[src/rtl/seq_det_pkg.sv]
// Shared helpers for the parametrised serial pattern detector: KMP fallback
// and next-state constant functions, evaluated at elaboration only.
package seq_det_pkg;

  localparam int SEQ_DET_MAX_LEN = 32;

  function automatic int seq_det_sw(input int len);
    return $clog2(len + 1);
  endfunction

  // Bit idx of the pattern in arrival order (idx 0 is the MSB, received first).
  function automatic logic seq_det_bit(input logic [31:0] pattern, input int len, input int idx);
    logic [31:0] shifted;
    shifted = pattern >> (len - 1 - idx);
    return shifted[0];
  endfunction

  // Longest proper prefix of the first k pattern bits that is also a suffix of them.
  function automatic int seq_det_fail(input logic [31:0] pattern, input int len, input int k);
    int   best;
    logic same;
    best = 0;
    for (int j = 1; j < k; j++) begin
      same = 1'b1;
      for (int i = 0; i < j; i++) begin
        if (seq_det_bit(pattern, len, i) != seq_det_bit(pattern, len, k - j + i)) same = 1'b0;
      end
      if (same) best = j;
    end
    return best;
  endfunction

  function automatic int seq_det_next(input logic [31:0] pattern, input int len, input int k,
                                      input logic b);
    int   s;
    logic done;
    s    = k;
    done = 1'b0;
    for (int it = 0; it <= SEQ_DET_MAX_LEN; it++) begin
      if (!done) begin
        if (seq_det_bit(pattern, len, s) == b) begin
          s    = s + 1;
          done = 1'b1;
        end else if (s == 0) begin
          done = 1'b1;
        end else begin
          s = seq_det_fail(pattern, len, s);
        end
      end
    end
    return s;
  endfunction

endpackage

[src/rtl/seq_det_sat_cnt.sv]
// Saturating up-counter with synchronous clear that wins over increment.
module seq_det_sat_cnt
  import seq_det_pkg::*;
#(
  parameter int W = 8
) (
  input  logic         clk,
  input  logic         rst,
  input  logic         inc_i,
  input  logic         clr_i,
  output logic [W-1:0] cnt_o
);

  logic [W-1:0] cnt_q;

  always_ff @(posedge clk) begin
    if (rst) begin
      cnt_q <= '0;
    end else if (clr_i) begin
      cnt_q <= '0;
    end else if (inc_i && (cnt_q != '1)) begin
      cnt_q <= cnt_q + W'(1);
    end
  end

  assign cnt_o = cnt_q;

endmodule

[src/rtl/seq_detector_param.sv]
// Moore serial pattern detector with overlapped/non-overlapped matching and a
// saturating match counter. Optional idle timeout via SEQ_DET_TIMEOUT_EN.
module seq_detector_param
  import seq_det_pkg::*;
#(
  parameter int                 PAT_LEN = 4,
  parameter logic [PAT_LEN-1:0] PATTERN = 4'b1011,
  parameter int                 OVERLAP = 1,
  parameter int                 CNT_W   = 8,
  parameter int                 TIMEOUT = 16
) (
  input  logic                            clk,
  input  logic                            rst,
  input  logic                            din_valid,
  input  logic                            din,
  input  logic                            clr_cnt,
  output logic                            dout,
  output logic [CNT_W-1:0]                match_cnt,
  output logic [seq_det_sw(PAT_LEN)-1:0]  progress,
  output logic                            timeout
);

  localparam int          SW         = seq_det_sw(PAT_LEN);
  localparam logic [31:0] PAT32      = 32'(PATTERN);
  localparam int          MATCH_BASE = (OVERLAP != 0) ? seq_det_fail(PAT32, PAT_LEN, PAT_LEN) : 0;

  // The state is the number of pattern bits currently matched; PAT_LEN is MATCH.
  logic [SW-1:0] state_q, state_d;
  logic          dout_q;
  logic          timeoutHit;
  logic          matchInc;
  logic [SW-1:0] nextOnZero [PAT_LEN+1];
  logic [SW-1:0] nextOnOne  [PAT_LEN+1];

  for (genvar k = 0; k <= PAT_LEN; k++) begin : g_next
    localparam int            BASE = (k == PAT_LEN) ? MATCH_BASE : k;
    localparam logic [SW-1:0] N0   = SW'(seq_det_next(PAT32, PAT_LEN, BASE, 1'b0));
    localparam logic [SW-1:0] N1   = SW'(seq_det_next(PAT32, PAT_LEN, BASE, 1'b1));
    assign nextOnZero[k] = N0;
    assign nextOnOne[k]  = N1;
  end

  always_comb begin
    state_d = state_q;
    if (din_valid) begin
      state_d = din ? nextOnOne[state_q] : nextOnZero[state_q];
    end else if (timeoutHit) begin
      state_d = '0;
    end
  end

  always_ff @(posedge clk) begin
    if (rst) begin
      state_q <= '0;
      dout_q  <= 1'b0;
    end else begin
      state_q <= state_d;
      dout_q  <= (state_d == SW'(PAT_LEN));
    end
  end

  assign matchInc = din_valid && (state_d == SW'(PAT_LEN));

  seq_det_sat_cnt #(.W(CNT_W)) u_match_cnt (
    .clk   (clk),
    .rst   (rst),
    .inc_i (matchInc),
    .clr_i (clr_cnt),
    .cnt_o (match_cnt)
  );

`ifdef SEQ_DET_TIMEOUT_EN
  localparam int IDLE_W = $clog2(TIMEOUT + 1);

  logic [IDLE_W-1:0] idleCnt;
  logic              idleInc;
  logic              idleClr;
  logic              timeout_q;

  // A valid bit always restarts the idle count, so it takes priority over timeout.
  assign idleInc    = !din_valid && (state_q != '0);
  assign timeoutHit = idleInc && (idleCnt == IDLE_W'(TIMEOUT - 1));
  assign idleClr    = !idleInc || timeoutHit;

  seq_det_sat_cnt #(.W(IDLE_W)) u_idle_cnt (
    .clk   (clk),
    .rst   (rst),
    .inc_i (idleInc),
    .clr_i (idleClr),
    .cnt_o (idleCnt)
  );

  always_ff @(posedge clk) begin
    if (rst) begin
      timeout_q <= 1'b0;
    end else begin
      timeout_q <= timeoutHit;
    end
  end

  assign timeout = timeout_q;
`else
  assign timeoutHit = 1'b0;
  assign timeout    = 1'b0;
`endif

  assign dout     = dout_q;
  assign progress = state_q;

endmodule

[config.mk]
export PLATFORM = sky130hd
export DESIGN_NAME = seq_detector_param
export DESIGN_NICKNAME = d
export VERILOG_FILES = /design/src/rtl/seq_det_pkg.sv /design/src/rtl/seq_det_sat_cnt.sv /design/src/rtl/seq_detector_param.sv
export SDC_FILE = /design/constraint.sdc
export NUM_CORES = 1
export LEC_CHECK = 0
export CAP_MARGIN = 0
export CORE_MARGIN = 2
export CORE_UTILIZATION = 40
export CTS_CLUSTER_SIZE = 12
export DETAILED_ROUTE_END_ITERATION = 16
export PLACE_DENSITY = 0.75
export SLEW_MARGIN = 5
export SYNTH_ARGS = -nofsm -noshare
export SYNTH_HDL_FRONTEND = slang
export SYNTH_SLANG_ARGS = --single-unit
[constraint.sdc]
create_clock -name clk -period 3.1 [get_ports clk]
set_clock_uncertainty 0.1 [all_clocks]
set_input_delay 0.62 -clock clk [delete_from_list [all_inputs] [get_ports clk]]
set_output_delay 0.62 -clock clk [all_outputs]
set_load 0.01 [all_outputs]
==> reports/results.txt <==
crit path max fanout: 7
CTS tree: done
cts hold-fix bufs: 0
vias in the first global route: 522
overflow left after global routing: 0
final wirelength: 1310 um
Power Density: 371 mW/mm^2
synthesized flop and latch total: 12
arrival time worst endpoint: 1.29 ns
CTS root buf: clkbuf_4
leading area contributor after synthesis: dfxtp_1
dpl cells: 99
Final setup viols: 0
R2R Setup Slk: 1.60 ns
status: finished clean
share of layout cells above drive strength 1: 8.05%
CP Buf/Inv Count: 1
Core Footprint: 0.00147 mm^2
initial antenna violation count: 0
Die X: 43.2 um
first-pass GRT wire length: 2280 um
Final period util: 64.8%
Synth Warn #: 0
die height: 43.2 um
# clock sinks: 12
Clk pin slew, worst setup/hold paths: 0.08 ns
slowest CP cell: clkdlybuf4s50_1
Total Power Consumption: 299 uW
placed inst area: 769 um^2
Site Rows: 14
Setup crit start kind: flop
EDFF count, synth: 0
Syn-to-layout area delta: 30.9%
static leakage: 0.301 nW
Post-Syn Instances: 70
setup bufs post-CTS: 0
Top Ports: 18
Top Family by Delay on Critical Path: buffers and inverters
Tot GR Track Use: 16.4%
HPWL after detailed placement: 974 um
via/cell ratio: 5.83
Nets: 94
Final Hold Viols: 0
routability cong.: 0.762
share of the synthesized area in the top cell type: 39.0%
H-tree Lvls: 1
total nets after synthesis: 76
largest net degree at the start of global routing: 10
count leader, synth: dfxtp_1
Worst EP required: 2.38 ns
Fmax: 498 MHz
max incr delay on CP: 0.58 ns
max-slew violations: 0
Starting Density: 41.8%
crit path kind: reg -> out
Max-cap violations: 0
worst hold-check path type: reg -> reg
worst-path cell chain: clkdlybuf4s50_1
Inserted Diodes: 0
Cell variety after synth: 34
synthesized cell area: 616 um^2
setup TNS: 0 ns
Avg WL per Cell: 12.7 um
ys async rst share: 0%
Post-route DRC: 0
min cycle time layout: 2.01 ns
area of the die: 0.00187 mm^2
most frequent cells after synthesis: dfxtp_1, a21oi_1, nand2_1
final core utilization: 54.8%
drt first pass iters: 4
final instance area: 806 um^2
# port buffers: 16
Post-CTS Resized: 0
worst vdd ir: 0.211 mV
post-route ant nets: 0
initial DRC count: 12
Layout Cells excl Fill: 103
Post-synth top flop: dfxtp_1
total number of vias: 601
syn_area_per_cell: 8.79 um^2
sequential area share after synthesis: 39.0%
Num CTS Buffers: 3
clk buf depth: 2
unrepaired setup endpoints after global routing: no
top cells by area, synth: dfxtp_1, a21oi_1, and3_1
clock latency on the worst-skew pair: 0.27 ns
crit end category: output pin
[stage by stage]
step	worst slack (ns)	hold slack, ns
2_1_floorplan	1.54	0.398
3_3_place_gp	0.905	0.382
3_5_place_dp	0.866	0.393
4_1_cts	1.08	0.405
5_1_grt	0.963	0.449
6_report	1.09	0.402
[power breakdown]
group / switching [mW] / internal [mW]
registers: 0.00141 / 0.155
logic: 0.00878 / 0.00907
clock network: 0.0531 / 0.0713
[cell usage in the layout (no fill, tap or decap), drive strengths merged, types with 2 or more instances in the layout]
master / count
dfxtp: 12
nor2: 3
nand2: 6
o211ai: 2
and2: 2
a21oi: 6
o31ai: 2
clkbuf: 4
nor3: 2
nand2b: 2
and4: 3
and3: 3
nand3: 2
clkdlybuf4s50: 16
o21ai: 2
or3: 3
inv: 2
[cells by family after synthesis]
group | share of synthesized area, %
multiplexers | 1.63
buffers and inverters | 5.49
AND/OR/NAND/NOR | 30.5
other | 0.609
flip-flops | 39.0
adder cells (fa/ha/maj) | 2.03
AO/OA/AOI/OAI | 20.7
[cell type report]
class                           instances  area, um^2
Clock buffer                            4        36.3
Fill cell                             152         666
Multi-Input combinational cell         53         342
Timing Repair Buffer                   16         160
Tap cell                               16        20.0
Inverter                                2        7.51
Sequential cell                        12         240
[layer usage]
metal / up-vias / track usage, % / share of wire [%]
met5: - / 0 / 0
met4: 0 / 9.09 / 1.1
met3: 2 / 3.83 / 4.7
met2: 19 / 24.8 / 48
met1: 284 / 21.2 / 47
li1: 296 / - / -
[final timing paths]
| check | startpoint | depth (start not counted) | end |
|---|---|---|---|
| max | u_match_cnt.cnt_o[7] | 1 | match_cnt[7] |
| min | u_match_cnt.cnt_o[6] | 2 | u_match_cnt.cnt_o[6] |
| max reg2reg | progress[0] | 4 | u_match_cnt.cnt_o[0] |
| min reg2reg | u_match_cnt.cnt_o[6] | 2 | u_match_cnt.cnt_o[6] |
[sequential cells by signal, summed over array words and instances, names as in the netlist]
name	flops
dout	1
progress	3
u_match_cnt.cnt_o	8
No activity file was read; power rests on OpenSTA's default activity.
